==> src/rtl/id_stage_pkg.sv <==
// Shared widths, opcode/func codes, alu_op bit positions and bus layouts for the ID stage.
// Pure definitions: no latency and no backpressure of its own.
package id_stage_pkg;

    localparam int IF_BUS_W    = 33;
    localparam int WB_BUS_W    = 38;
    localparam int ID_EX_BUS_W = 159;
    localparam int BR_BUS_W    = 33;

    localparam int STALL_ID = 1;
    localparam int STALL_EX = 2;

    localparam logic [5:0] OP_SPECIAL = 6'h00;
    localparam logic [5:0] OP_J       = 6'h02;
    localparam logic [5:0] OP_JAL     = 6'h03;
    localparam logic [5:0] OP_BEQ     = 6'h04;
    localparam logic [5:0] OP_BNE     = 6'h05;
    localparam logic [5:0] OP_ADDIU   = 6'h09;
    localparam logic [5:0] OP_SLTI    = 6'h0a;
    localparam logic [5:0] OP_SLTIU   = 6'h0b;
    localparam logic [5:0] OP_ANDI    = 6'h0c;
    localparam logic [5:0] OP_ORI     = 6'h0d;
    localparam logic [5:0] OP_XORI    = 6'h0e;
    localparam logic [5:0] OP_LUI     = 6'h0f;
    localparam logic [5:0] OP_LW      = 6'h23;
    localparam logic [5:0] OP_SW      = 6'h2b;

    localparam logic [5:0] FN_SLL  = 6'h00;
    localparam logic [5:0] FN_SRL  = 6'h02;
    localparam logic [5:0] FN_SRA  = 6'h03;
    localparam logic [5:0] FN_JR   = 6'h08;
    localparam logic [5:0] FN_JALR = 6'h09;
    localparam logic [5:0] FN_ADDU = 6'h21;
    localparam logic [5:0] FN_SUBU = 6'h23;
    localparam logic [5:0] FN_AND  = 6'h24;
    localparam logic [5:0] FN_OR   = 6'h25;
    localparam logic [5:0] FN_XOR  = 6'h26;
    localparam logic [5:0] FN_NOR  = 6'h27;
    localparam logic [5:0] FN_SLT  = 6'h2a;
    localparam logic [5:0] FN_SLTU = 6'h2b;

    // alu_op is one-hot, add in the MSB down to lui in the LSB
    localparam int ALU_ADD  = 11;
    localparam int ALU_SUB  = 10;
    localparam int ALU_SLT  = 9;
    localparam int ALU_SLTU = 8;
    localparam int ALU_AND  = 7;
    localparam int ALU_NOR  = 6;
    localparam int ALU_OR   = 5;
    localparam int ALU_XOR  = 4;
    localparam int ALU_SLL  = 3;
    localparam int ALU_SRL  = 2;
    localparam int ALU_SRA  = 1;
    localparam int ALU_LUI  = 0;

    localparam int SRC1_SA = 2;
    localparam int SRC1_PC = 1;
    localparam int SRC1_RS = 0;

    localparam int SRC2_ZEXT = 3;
    localparam int SRC2_8    = 2;
    localparam int SRC2_SEXT = 1;
    localparam int SRC2_RT   = 0;

    typedef struct packed {
        logic        ce;
        logic [31:0] pc;
    } if_to_id_t;

    typedef struct packed {
        logic        we;
        logic [4:0]  waddr;
        logic [31:0] wdata;
    } rf_wr_t;

    typedef struct packed {
        logic [31:0] pc;
        logic [31:0] inst;
        logic [11:0] alu_op;
        logic [2:0]  sel_src1;
        logic [3:0]  sel_src2;
        logic        ram_en;
        logic [3:0]  ram_wen;
        logic        rf_we;
        logic [4:0]  rf_waddr;
        logic        sel_rf_res;
        logic [31:0] data1;
        logic [31:0] data2;
    } id_to_ex_t;

    typedef struct packed {
        logic        br_e;
        logic [31:0] br_addr;
    } br_t;

    function automatic logic rf_hit(input rf_wr_t w, input logic [4:0] addr);
        return w.we && (w.waddr == addr) && (addr != 5'd0);
    endfunction

endpackage

==> src/rtl/id_stage_if.sv <==
// Bundles the ID stage pipeline buses; slave is the ID stage, master the surrounding pipeline.
// Pure wiring: no latency; backpressure travels as stall/stallreq.
interface id_stage_if #(
    parameter int NUM_FWD = 2,
    parameter int STALL_W = 6
);
    import id_stage_pkg::*;

    logic [STALL_W-1:0]          stall;
    logic                        flush;
    if_to_id_t                   if_to_id_bus;
    logic [31:0]                 inst_sram_rdata;
    rf_wr_t                      wb_to_rf_bus;
    logic [NUM_FWD*WB_BUS_W-1:0] fwd_bus;
    logic                        ex_is_load;
    logic [4:0]                  ex_load_waddr;
    logic                        stallreq;
    id_to_ex_t                   id_to_ex_bus;
    br_t                         br_bus;

    modport master (
        output stall, flush, if_to_id_bus, inst_sram_rdata, wb_to_rf_bus,
               fwd_bus, ex_is_load, ex_load_waddr,
        input  stallreq, id_to_ex_bus, br_bus
    );

    modport slave (
        input  stall, flush, if_to_id_bus, inst_sram_rdata, wb_to_rf_bus,
               fwd_bus, ex_is_load, ex_load_waddr,
        output stallreq, id_to_ex_bus, br_bus
    );

endinterface

==> src/rtl/id_stage_regfile.sv <==
// 32x32 register file, one synchronous write port and two combinational read ports; $0 reads 0.
// Latency: write visible the cycle after the edge; no backpressure.
module id_stage_regfile (
    input  logic        clk,
    input  logic        we,
    input  logic [4:0]  waddr,
    input  logic [31:0] wdata,
    input  logic [4:0]  raddr1,
    output logic [31:0] rdata1,
    input  logic [4:0]  raddr2,
    output logic [31:0] rdata2
);

    logic [31:0] regs [32];

    always_ff @(posedge clk) begin
        if (we && (waddr != 5'd0)) begin
            regs[waddr] <= wdata;
        end
    end

    assign rdata1 = (raddr1 == 5'd0) ? 32'd0 : regs[raddr1];
    assign rdata2 = (raddr2 == 5'd0) ? 32'd0 : regs[raddr2];

endmodule

==> src/rtl/id_stage.sv <==
// MIPS decode stage: IF/ID register, instruction hold, operand forwarding, decode, branch resolve.
// Latency: one register from IF, decode combinational; stall holds, flush/bubble zeros, stallreq flags load-use.
module id_stage
    import id_stage_pkg::*;
#(
    parameter int NUM_FWD = 2,
    parameter int STALL_W = 6
) (
    input  logic         clk,
    input  logic         rst,
    id_stage_if.slave    bus
);

    if_to_id_t          id_reg;
    logic [31:0]        hold_inst;
    logic               hold_valid;
    logic [STALL_W-1:0] stall_v;
    logic               unused_stall;
    logic               stall_id;
    logic               stall_ex;

    assign stall_v      = bus.stall;
    assign unused_stall = ^stall_v;
    assign stall_id     = stall_v[STALL_ID];
    assign stall_ex     = stall_v[STALL_EX];

    always_ff @(posedge clk or negedge rst) begin
        if (!rst) begin
            id_reg     <= '0;
            hold_inst  <= '0;
            hold_valid <= 1'b0;
        end else begin
            if (bus.flush || (stall_id && !stall_ex)) begin
                id_reg <= '0;
            end else if (!stall_id) begin
                id_reg <= bus.if_to_id_bus;
            end
            // The SRAM only presents the word for one cycle, so keep it while ID is frozen
            if (bus.flush || !stall_id || !stall_ex) begin
                hold_valid <= 1'b0;
            end else if (!hold_valid && id_reg.ce) begin
                hold_inst  <= bus.inst_sram_rdata;
                hold_valid <= 1'b1;
            end
        end
    end

    logic [31:0] inst;
    assign inst = !id_reg.ce ? 32'd0 : (hold_valid ? hold_inst : bus.inst_sram_rdata);

    logic [5:0]  op;
    logic [5:0]  func;
    logic [4:0]  rs;
    logic [4:0]  rt;
    logic [4:0]  rd;
    logic [15:0] imm;
    logic [25:0] index;

    assign op    = inst[31:26];
    assign rs    = inst[25:21];
    assign rt    = inst[20:16];
    assign rd    = inst[15:11];
    assign func  = inst[5:0];
    assign imm   = inst[15:0];
    assign index = inst[25:0];

    rf_wr_t      wb;
    logic [31:0] rf_rdata1;
    logic [31:0] rf_rdata2;

    assign wb = bus.wb_to_rf_bus;

    id_stage_regfile u_regfile (
        .clk    (clk),
        .we     (wb.we),
        .waddr  (wb.waddr),
        .wdata  (wb.wdata),
        .raddr1 (rs),
        .rdata1 (rf_rdata1),
        .raddr2 (rt),
        .rdata2 (rf_rdata2)
    );

    // Entry i of fwd_bus sits at bits [i*38 +: 38]; entry 0 is the youngest producer
    rf_wr_t             fwd_src [NUM_FWD];
    logic [NUM_FWD-1:0] hit1;
    logic [NUM_FWD-1:0] hit2;

    for (genvar i = 0; i < NUM_FWD; i++) begin : g_fwd
        assign fwd_src[i] = bus.fwd_bus[i*WB_BUS_W +: WB_BUS_W];
        assign hit1[i]    = rf_hit(fwd_src[i], rs);
        assign hit2[i]    = rf_hit(fwd_src[i], rt);
    end

    logic [31:0] fwd1;
    logic [31:0] fwd2;
    logic [31:0] data1;
    logic [31:0] data2;

    always_comb begin
        fwd1 = rf_hit(wb, rs) ? wb.wdata : rf_rdata1;
        fwd2 = rf_hit(wb, rt) ? wb.wdata : rf_rdata2;
        for (int i = NUM_FWD - 1; i >= 0; i--) begin
            if (hit1[i]) fwd1 = fwd_src[i].wdata;
            if (hit2[i]) fwd2 = fwd_src[i].wdata;
        end
    end

    assign data1 = (rs == 5'd0) ? 32'd0 : fwd1;
    assign data2 = (rt == 5'd0) ? 32'd0 : fwd2;

    logic [11:0] alu_op;
    logic [2:0]  sel_src1;
    logic [3:0]  sel_src2;
    logic        ram_en;
    logic [3:0]  ram_wen;
    logic        rf_we;
    logic [4:0]  rf_waddr;
    logic        sel_rf_res;
    logic        reads_rs;
    logic        reads_rt;
    logic        is_beq;
    logic        is_bne;
    logic        is_jimm;
    logic        is_jreg;
    logic        r_rr;
    logic        r_sh;
    logic        i_alu;

    always_comb begin
        alu_op     = '0;
        sel_src1   = '0;
        sel_src2   = '0;
        ram_en     = 1'b0;
        ram_wen    = '0;
        rf_we      = 1'b0;
        rf_waddr   = '0;
        sel_rf_res = 1'b0;
        reads_rs   = 1'b0;
        reads_rt   = 1'b0;
        is_beq     = 1'b0;
        is_bne     = 1'b0;
        is_jimm    = 1'b0;
        is_jreg    = 1'b0;
        r_rr       = 1'b0;
        r_sh       = 1'b0;
        i_alu      = 1'b0;
        if (id_reg.ce) begin
            case (op)
                OP_SPECIAL: begin
                    case (func)
                        FN_ADDU: begin alu_op[ALU_ADD]  = 1'b1; r_rr = 1'b1; end
                        FN_SUBU: begin alu_op[ALU_SUB]  = 1'b1; r_rr = 1'b1; end
                        FN_SLT:  begin alu_op[ALU_SLT]  = 1'b1; r_rr = 1'b1; end
                        FN_SLTU: begin alu_op[ALU_SLTU] = 1'b1; r_rr = 1'b1; end
                        FN_AND:  begin alu_op[ALU_AND]  = 1'b1; r_rr = 1'b1; end
                        FN_OR:   begin alu_op[ALU_OR]   = 1'b1; r_rr = 1'b1; end
                        FN_XOR:  begin alu_op[ALU_XOR]  = 1'b1; r_rr = 1'b1; end
                        FN_NOR:  begin alu_op[ALU_NOR]  = 1'b1; r_rr = 1'b1; end
                        FN_SLL:  begin alu_op[ALU_SLL]  = 1'b1; r_sh = 1'b1; end
                        FN_SRL:  begin alu_op[ALU_SRL]  = 1'b1; r_sh = 1'b1; end
                        FN_SRA:  begin alu_op[ALU_SRA]  = 1'b1; r_sh = 1'b1; end
                        FN_JR:   begin is_jreg = 1'b1; reads_rs = 1'b1; end
                        FN_JALR: begin
                            is_jreg           = 1'b1;
                            reads_rs          = 1'b1;
                            alu_op[ALU_ADD]   = 1'b1;
                            sel_src1[SRC1_PC] = 1'b1;
                            sel_src2[SRC2_8]  = 1'b1;
                            rf_we             = 1'b1;
                            rf_waddr          = rd;
                        end
                        default: ;
                    endcase
                end
                OP_ADDIU: begin alu_op[ALU_ADD]  = 1'b1; sel_src2[SRC2_SEXT] = 1'b1; i_alu = 1'b1; end
                OP_SLTI:  begin alu_op[ALU_SLT]  = 1'b1; sel_src2[SRC2_SEXT] = 1'b1; i_alu = 1'b1; end
                OP_SLTIU: begin alu_op[ALU_SLTU] = 1'b1; sel_src2[SRC2_SEXT] = 1'b1; i_alu = 1'b1; end
                OP_ANDI:  begin alu_op[ALU_AND]  = 1'b1; sel_src2[SRC2_ZEXT] = 1'b1; i_alu = 1'b1; end
                OP_ORI:   begin alu_op[ALU_OR]   = 1'b1; sel_src2[SRC2_ZEXT] = 1'b1; i_alu = 1'b1; end
                OP_XORI:  begin alu_op[ALU_XOR]  = 1'b1; sel_src2[SRC2_ZEXT] = 1'b1; i_alu = 1'b1; end
                OP_LUI: begin
                    alu_op[ALU_LUI]     = 1'b1;
                    sel_src2[SRC2_ZEXT] = 1'b1;
                    rf_we               = 1'b1;
                    rf_waddr            = rt;
                end
                OP_J: is_jimm = 1'b1;
                OP_JAL: begin
                    is_jimm           = 1'b1;
                    alu_op[ALU_ADD]   = 1'b1;
                    sel_src1[SRC1_PC] = 1'b1;
                    sel_src2[SRC2_8]  = 1'b1;
                    rf_we             = 1'b1;
                    rf_waddr          = 5'd31;
                end
                OP_BEQ: begin is_beq = 1'b1; reads_rs = 1'b1; reads_rt = 1'b1; end
                OP_BNE: begin is_bne = 1'b1; reads_rs = 1'b1; reads_rt = 1'b1; end
                OP_LW: begin
                    alu_op[ALU_ADD]     = 1'b1;
                    sel_src2[SRC2_SEXT] = 1'b1;
                    i_alu               = 1'b1;
                    ram_en              = 1'b1;
                    sel_rf_res          = 1'b1;
                end
                OP_SW: begin
                    alu_op[ALU_ADD]     = 1'b1;
                    sel_src1[SRC1_RS]   = 1'b1;
                    sel_src2[SRC2_SEXT] = 1'b1;
                    reads_rs            = 1'b1;
                    reads_rt            = 1'b1;
                    ram_en              = 1'b1;
                    ram_wen             = 4'b1111;
                end
                default: ;
            endcase
            if (r_rr) begin
                sel_src1[SRC1_RS] = 1'b1;
                sel_src2[SRC2_RT] = 1'b1;
                reads_rs          = 1'b1;
                reads_rt          = 1'b1;
                rf_we             = 1'b1;
                rf_waddr          = rd;
            end
            if (r_sh) begin
                sel_src1[SRC1_SA] = 1'b1;
                sel_src2[SRC2_RT] = 1'b1;
                reads_rt          = 1'b1;
                rf_we             = 1'b1;
                rf_waddr          = rd;
            end
            if (i_alu) begin
                sel_src1[SRC1_RS] = 1'b1;
                reads_rs          = 1'b1;
                rf_we             = 1'b1;
                rf_waddr          = rt;
            end
        end
    end

    logic stallreq;
    assign stallreq = id_reg.ce && bus.ex_is_load && (bus.ex_load_waddr != 5'd0) &&
                      ((reads_rs && (bus.ex_load_waddr == rs)) ||
                       (reads_rt && (bus.ex_load_waddr == rt)));

    logic        br_take;
    logic [31:0] br_addr;

    always_comb begin
        br_take = 1'b0;
        br_addr = '0;
        if (is_beq || is_bne) begin
            br_take = is_beq ? (data1 == data2) : (data1 != data2);
            br_addr = id_reg.pc + 32'd4 + {{14{imm[15]}}, imm, 2'b00};
        end else if (is_jimm) begin
            br_take = 1'b1;
            br_addr = {id_reg.pc[31:28], index, 2'b00};
        end else if (is_jreg) begin
            br_take = 1'b1;
            br_addr = data1;
        end
    end

    // A load-use hazard turns this slot into a side-effect-free bubble until the load data forwards
    id_to_ex_t out;
    always_comb begin
        out            = '0;
        out.pc         = id_reg.pc;
        out.inst       = inst;
        out.alu_op     = alu_op;
        out.sel_src1   = sel_src1;
        out.sel_src2   = sel_src2;
        out.ram_en     = ram_en && !stallreq;
        out.ram_wen    = ram_wen;
        out.rf_we      = rf_we && !stallreq;
        out.rf_waddr   = rf_waddr;
        out.sel_rf_res = sel_rf_res;
        out.data1      = data1;
        out.data2      = data2;
    end

    assign bus.id_to_ex_bus   = out;
    assign bus.br_bus.br_e    = br_take && !stallreq;
    assign bus.br_bus.br_addr = br_addr;
    assign bus.stallreq       = stallreq;

endmodule

==> src/flat_wrapper.sv <==
// flat-port wrapper written by rule: the top's interface ports become plain ports
module id_stage_flat import id_stage_pkg::*;
#(
    parameter int NUM_FWD = 2,
    parameter int STALL_W = 6
)
  (clk, rst, bus_stall, bus_flush, bus_if_to_id_bus, bus_inst_sram_rdata, bus_wb_to_rf_bus, bus_fwd_bus, bus_ex_is_load, bus_ex_load_waddr, bus_stallreq, bus_id_to_ex_bus, bus_br_bus);
  id_stage_if #(.NUM_FWD(NUM_FWD), .STALL_W(STALL_W)) bus_i ();
  input  logic clk;
  input  logic rst;
  input wire logic [$bits(bus_i.stall)-1:0] bus_stall;
  input wire logic [$bits(bus_i.flush)-1:0] bus_flush;
  input wire logic [$bits(bus_i.if_to_id_bus)-1:0] bus_if_to_id_bus;
  input wire logic [$bits(bus_i.inst_sram_rdata)-1:0] bus_inst_sram_rdata;
  input wire logic [$bits(bus_i.wb_to_rf_bus)-1:0] bus_wb_to_rf_bus;
  input wire logic [$bits(bus_i.fwd_bus)-1:0] bus_fwd_bus;
  input wire logic [$bits(bus_i.ex_is_load)-1:0] bus_ex_is_load;
  input wire logic [$bits(bus_i.ex_load_waddr)-1:0] bus_ex_load_waddr;
  output wire logic [$bits(bus_i.stallreq)-1:0] bus_stallreq;
  output wire logic [$bits(bus_i.id_to_ex_bus)-1:0] bus_id_to_ex_bus;
  output wire logic [$bits(bus_i.br_bus)-1:0] bus_br_bus;
  assign bus_i.stall = bus_stall;
  assign bus_i.flush = bus_flush;
  assign bus_i.if_to_id_bus = bus_if_to_id_bus;
  assign bus_i.inst_sram_rdata = bus_inst_sram_rdata;
  assign bus_i.wb_to_rf_bus = bus_wb_to_rf_bus;
  assign bus_i.fwd_bus = bus_fwd_bus;
  assign bus_i.ex_is_load = bus_ex_is_load;
  assign bus_i.ex_load_waddr = bus_ex_load_waddr;
  assign bus_stallreq = bus_i.stallreq;
  assign bus_id_to_ex_bus = bus_i.id_to_ex_bus;
  assign bus_br_bus = bus_i.br_bus;
  id_stage #(.NUM_FWD(NUM_FWD), .STALL_W(STALL_W)) u_core (.clk(clk), .rst(rst), .bus(bus_i));
endmodule
==> config.mk <==
export PLATFORM = sky130hd
export DESIGN_NAME = id_stage_flat
export DESIGN_NICKNAME = d
export VERILOG_FILES = /design/src/rtl/id_stage_pkg.sv /design/src/rtl/id_stage_if.sv /design/src/rtl/id_stage_regfile.sv /design/src/rtl/id_stage.sv /design/src/flat_wrapper.sv
export SDC_FILE = /design/constraint.sdc
export NUM_CORES = 2
export LEC_CHECK = 0
export CORE_MARGIN = 2
export CORE_UTILIZATION = 50
export DETAILED_ROUTE_END_ITERATION = 8
export PLACE_DENSITY_LB_ADDON = 0.12
export SETUP_SLACK_MARGIN = 0.3
export SYNTH_ARGS = -nofsm -noshare
export SYNTH_HDL_FRONTEND = slang
export SYNTH_HIERARCHICAL = 1
export SYNTH_SLANG_ARGS = --single-unit
export TNS_END_PERCENT = 50
==> constraint.sdc <==
create_clock -name clk -period 11 [get_ports clk]
set_input_delay 2.75 -clock clk [delete_from_list [all_inputs] [get_ports clk]]
set_output_delay 2.75 -clock clk [all_outputs]
set_load 0.01 [all_outputs]
# After elaboration in Yosys (flattened, before gate mapping)
# Memory sizes are Yosys's and may differ from the RTL's.
# Index checks and enable logic that the tools add are counted.
[totals] output_inout_bits=193 memories=1 ram_bits=1024 word_cells=197 regBits=66
[mem_list] memory="u_core.u_regfile.regs" words=32 width=32 read_ports=2 rd_ports_with_merged_regs=0 write_ports=1 line_no="id_stage_regfile.sv:14" rtl="logic [31:0] regs [32];"
[classes] add_sub_neg=2 n_bitwise=1 muxes=99 n_reduce_logical=54 n_eq_ne=36
[op_table] operator="$mux 32" count=13
[op_table] operator="$mux 33" count=2
[op_table] operator="$mux 1" count=63
[op_table] operator="$eq 6x6->1 const B" count=10
[op_table] operator="$eq 6x4->1 const B" count=9
[op_table] operator="$eq 5x5->1" count=8
[op_table] operator="$add 32x3->32 const B" count=1
[op_table] operator="$add 32x32->32" count=1
[op_table] operator="$eq 32x32->1" count=1
[op_table] operator="$ne 32x32->1" count=1
[op_table] operator="$mux 5" count=5
[op_table] operator="$eq 6x2->1 const B" count=4
[op_table] operator="$logic_and 1x1->1" count=23
[op_table] operator="$reduce_bool 5->1" count=4
[op_table] operator="$pmux 1 s2" count=9
[op_table] operator="$pmux 5 s3" count=1
[op_table] operator="$eq 6x3->1 const B" count=2
[op_table] operator="$logic_not 6->1" count=2
[op_table] operator="$mux 12" count=1
[op_table] operator="$mux 4" count=3
[op_table] operator="$logic_not 5->1" count=2
[op_table] operator="$reduce_or 2->1" count=5
[op_table] operator="$reduce_or 4->1" count=2
[op_table] operator="$reduce_or 8->1" count=1
[op_table] operator="10 further kinds" count=19

# Logic depth before layout (Yosys ltp)
[depth] word_depth=15 mapped_depth=21 ltp_nobuf=17

# Modules after synthesis
# The synthesis kept the hierarchy.
[by_module_without_submodules] mod="id_stage_regfile" instances=1 cells_per_inst=2471 area_per_inst_um2=47325.4
[by_module_without_submodules] mod="id_stage" instances=1 cells_per_inst=1136 area_per_inst_um2=9262.6

# Worst setup path after synthesis
# Ideal clock, no wire load.
[synth_timing] kind="input to output" startpoint="input port bus_inst_sram_rdata[21]" endpoint="output port bus_br_bus[32]" path_stages=16 path_slack_ns=1.710 arrival_ns=6.540 cell_sequence="mux2_2 -> and2_1 -> clkbuf_1 -> buf_2 -> buf_2 -> mux4_2 -> a22o_1 -> a2111oi_0 -> nor3_1 -> mux2i_1 -> o221ai_1 -> xor2_1 -> nor4_1 -> nand4_1 -> or3_1 -> a211oi_2"
[synth_rtl] item="start: declaration" line_no="flat_wrapper.sv:14" rtl="input wire logic [$bits(bus_i.inst_sram_rdata)-1:0] bus_inst_sram_rdata;"
[synth_rtl] item="$mux 32 * (2 in a row)" line_no="id_stage.sv:49" rtl="assign inst = !id_reg.ce ? 32'd0 : (hold_valid ? hold_inst : bus.inst_sram_rdata);"
[synth_rtl] item="via bus_id_to_ex_bus[116]" line_no="flat_wrapper.sv:20" rtl="output wire logic [$bits(bus_i.id_to_ex_bus)-1:0] bus_id_to_ex_bus;"
[synth_rtl] item="$mem_v2 32x32 *"
[synth_rtl] item="via u_core.rf_rdata1[0]" line_no="id_stage.sv:68" rtl="logic [31:0] rf_rdata1;"
[synth_rtl] item="$mux 32 *" line_no="id_stage.sv:101" rtl="fwd1 = rf_hit(wb, rs) ? wb.wdata : rf_rdata1;"
[synth_rtl] item="$mux 32 * (2 in a row)" line_no="id_stage.sv:104" rtl="if (hit1[i]) fwd1 = fwd_src[i].wdata;"
[synth_rtl] item="$mux 32 *" line_no="id_stage.sv:109" rtl="assign data1 = (rs == 5'd0) ? 32'd0 : fwd1;"
[synth_rtl] item="via bus_id_to_ex_bus[32]" line_no="flat_wrapper.sv:20"
[synth_rtl] item="$ne 32x32->1 or $eq 32x32->1 (tied branches)" line_no="id_stage.sv:253" rtl="br_take = is_beq ? (data1 == data2) : (data1 != data2);"
[synth_rtl] item="$mux 1 *" line_no="id_stage.sv:253"
[synth_rtl] item="$mux 1 *" line_no="id_stage.sv:252" rtl="if (is_beq || is_bne) begin"
[synth_rtl] item="$logic_and 1x1->1 *" line_no="id_stage.sv:283" rtl="assign bus.br_bus.br_e = br_take && !stallreq;"
[synth_rtl] item="end: declaration" line_no="flat_wrapper.sv:21" rtl="output wire logic [$bits(bus_i.br_bus)-1:0] bus_br_bus;"
# Mark *: on every way through the listed nets, which the timed path passes. The rest lies on a longest branch.

# Worst setup path in the final report
[layout_timing] startpoint="input port bus_inst_sram_rdata[21]" endpoint="output port bus_br_bus[32]"
[layout_rtl] item="$mux 32 * (2 in a row)" line_no="id_stage.sv:49"
[layout_rtl] item="$mem_v2 32x32 *"
[layout_rtl] item="via u_core.rf_rdata1[16]" line_no="id_stage.sv:68"
[layout_rtl] item="$mux 32 *" line_no="id_stage.sv:101"
[layout_rtl] item="$mux 32 * (2 in a row)" line_no="id_stage.sv:104"
[layout_rtl] item="$mux 32 *" line_no="id_stage.sv:109"
[layout_rtl] item="$ne 32x32->1 or $eq 32x32->1 (tied branches)" line_no="id_stage.sv:253"
[layout_rtl] item="$mux 1 *" line_no="id_stage.sv:253"
[layout_rtl] item="$mux 1 *" line_no="id_stage.sv:252"
[layout_rtl] item="$logic_and 1x1->1 *" line_no="id_stage.sv:283"
# Marked as above.

==> metrics <==
CP max stage delay=0.53 ns; total number of vias=39800; Detailed Routing Iterations Pass 1=6; violation count after the first detailed-routing iteration=5954; maximum capacitance violations=0; Post-Layout Cell Count=5795; final wirelength=208000 um; Placement Rows=123; post-synthesis instance area=56600 um2; buffers and inverters on the worst path=6; max-slew headroom at the worst pin=20.2%; largest net degree at the start of global routing=67; count of flip-flops with a built-in enable after synthesis=1024; RePlAce Congestion=0.958; result of the run=complete, no violations; static leakage=22.1 nW; power density normalized to cell area=139 nW/um2; overall die width=340 um; estimated wirelength of the detail-placed design=134000 um; data required time of the critical path=8.25 ns; CP cell instances=clkdlybuf4s50_1 -> mux2_2 -> and2_4 -> buf_12 -> buf_4 -> mux4_2 -> a22o_1 -> a2111oi_0 -> nor3_1 -> mux2i_1 -> buf_4 -> o221ai_1 -> xor2_1 -> nor2_1 -> buf_4 -> nand4_1 -> or3_1 -> a211oi_2 -> clkbuf_2; master of the slowest instance on the critical path=sky130_fd_sc_hd__clkdlybuf4s50_1; crit start category=primary input; deepest clock path buffer count=3; unrepaired setup endpoints after global routing=true; final standard cell area without fillers=68200 um2; proportion of layout cells with a drive suffix above 1=25.8%; wire length of the first global-routing pass=288000 um; kind of cell adding the most delay to the critical path=buffers and inverters; worst-case register-to-register setup slack=8.52 ns; number of cells on the worst hold path=1; met1 routed wirelength after detailed routing=77900 um; via count of the first global-routing pass=38200; number of placed instances with taps included=5571; area enclosed by the die boundary=116000 um2; Syn-to-layout area delta=20.4%; post-detailed-route DRC marker count=0; CTS root buffer=sky130_fd_sc_hd__clkbuf_16; total gr overflow=0; post-detailed-route count of antenna-violating nets=0; endpoint kind of the worst setup timing path=output port; die extent in y=340 um; placeable core region=112000 um2; number of sinks handled by clock tree synthesis=1090; initial core utilization=50.4%; number of flip-flops in the largest register=1024; number of different library cells in the post-synthesis netlist=85; Critical Setup Path Class=in -> out; All-Layer GR Usage=35.2%; num ports=387; total number of H-tree levels=3; Highest Signal Layer=met5; Warnings, synthesis=6; Final Max Slew Viols=0; Hold WC Path Type=reg -> reg; most frequent standard cell in the layout excluding fill and tap cells=sky130_fd_sc_hd__edfxtp_1; count of hold-fix buffers inserted at cts=0; Worst R2R Path Depth=4; final setup TNS=0 ns; Levels on crit path=19; post-synthesis sequential element count=1090; sequential cell area fraction in the yosys report=57.3%; share of the clock period used by the worst path=95.9%; critical-path maximum fanout=19; largest register by flop count=u_core/u_regfile/regs; synthesized instance count=3607; worst clock skew on the final layout=0.0150 ns; vias per cell=6.87; cell accounting for the most synthesized area=sky130_fd_sc_hd__edfxtp_1; post-route setup slack=0.451 ns; mean routed wirelength per cell=35.8 um; proportion of synthesized flip-flops having asynchronous set or reset=6.06%; worst supply voltage drop on vdd=0.151 mV; Hold Violations, Final=0; Avg Cell Area, Syn=15.7 um2; length of routed met2 wiring=94800 um; area share of the largest cell type after synthesis=54.3%; final-stage net count=4449; top flip-flop cell by instance count after synthesis=sky130_fd_sc_hd__edfxtp_1; CTS buffer count=114; clock tree from TritonCTS=yes; most frequent cells in the layout=sky130_fd_sc_hd__edfxtp_1 (1024), sky130_fd_sc_hd__mux2i_1 (389), sky130_fd_sc_hd__clkdlybuf4s50_1 (380); Worst Max-Slew Pin Slew=1.19 ns; Synth area leaders=sky130_fd_sc_hd__edfxtp_1 (54%), sky130_fd_sc_hd__mux4_2 (15%), sky130_fd_sc_hd__mux2i_1 (6.9%), sky130_fd_sc_hd__dfrtp_1 (2.9%), sky130_fd_sc_hd__a22o_1 (1.5%); Max Fclk=94.8 MHz; count of final setup violators=0; routed length on met3=24400 um; setup slack after placement=-0.105 ns; post-place instance area=64300 um2; dominant cell type by count on the critical path=sky130_fd_sc_hd__buf_4; worst-skew pair later-pin latency=0.73 ns; Final Critical Period=10.55 ns; number of antenna violations at the first check in global routing=12; clock slew seen by the registers of the worst setup and hold paths=0.05 ns; port buffer count=382; post-layout power=9.49 mW; CP Data Arrival Time=7.80 ns
-- stage by stage --
stage               hold WS [ns]  utilization (%)
finish                     0.504             60.7
global route               0.520             60.7
CTS                        0.505             60.5
detailed placement         0.490             57.2
global placement           0.484             57.2
floorplan                  0.475                -
-- repair_timing --
| action | in CTS | in global routing |
|---|---|---|
| setup buffers | 1 | 6 |
| resized for setup | 9 | 28 |
| cloned | 0 | 3 |
| pin swaps | 0 | 2 |
| setup endpoints to repair | 1 | 2 |
-- power by group --
| part | internal, mW | switching (mW) | total [mW] |
|---|---|---|---|
| Sequential | 4.63 | 0.0496 | 4.68 |
| Combinational | 0.467 | 0.614 | 1.08 |
| Clock | 2.10 | 1.63 | 3.74 |
-- cell type report --
type | count | area [um2]
diodes | 8 | 20.0
clock buffers | 148 | 2990
clock inverters | 58 | 573
fillers | 8489 | 44200
inverters | 104 | 439
multi-input cells | 2135 | 22600
flip-flops and latches | 1090 | 32400
well taps | 1500 | 1880
repair buffers | 751 | 7250
repair inverters | 1 | 8.76
-- cell usage after synthesis (66+ instances only) --
cell                       number
sky130_fd_sc_hd__o221ai_1      91
sky130_fd_sc_hd__nand2_1       94
sky130_fd_sc_hd__clkbuf_1     133
sky130_fd_sc_hd__a22oi_1       97
sky130_fd_sc_hd__nor3_1        73
sky130_fd_sc_hd__a22o_1        97
sky130_fd_sc_hd__buf_4         80
sky130_fd_sc_hd__dfrtp_1       66
sky130_fd_sc_hd__nor2_1       104
sky130_fd_sc_hd__mux2i_1      392
sky130_fd_sc_hd__mux4_2       377
sky130_fd_sc_hd__edfxtp_1    1024
sky130_fd_sc_hd__a21oi_1       81
sky130_fd_sc_hd__inv_1         98
-- path summary, 6_finish.rpt --
path	start	end
max reg2reg	u_core/id_reg[32]$_DFFE_PN0P_	u_core/hold_inst[27]$_DFFE_PN0P_
min	u_core/hold_inst[3]$_DFFE_PN0P_	u_core/hold_inst[3]$_DFFE_PN0P_
min reg2reg	u_core/hold_inst[3]$_DFFE_PN0P_	u_core/hold_inst[3]$_DFFE_PN0P_
max in group asynchronous	rst	u_core/id_reg[32]$_DFFE_PN0P_
max	bus_inst_sram_rdata[21]	bus_br_bus[32]
min in group asynchronous	rst	u_core/hold_inst[22]$_DFFE_PN0P_
-- metal layers --
metal / track usage [%] / vias to the layer above
met2: 54.5 / 2783
li1: - / 16100
met1: 48.3 / 20400
met4: 16.0 / 2
met5: 0 / -
met3: 7.02 / 511
-- logic make-up (layout without fill, tap and decap cells) --
family	Yosys count	in the layout	share of synthesized area [%]
fa+ha+maj	58	58	1.30
simple gates	480	480	4.35
mux	838	838	23.3
xor+xnor	66	66	1.02
compound gates	661	661	8.95
other cells	1	40	0.00663
flops	1090	1090	57.3
buf+inv	413	1062	3.77
Note: power is estimated with default switching activity, not from simulation.
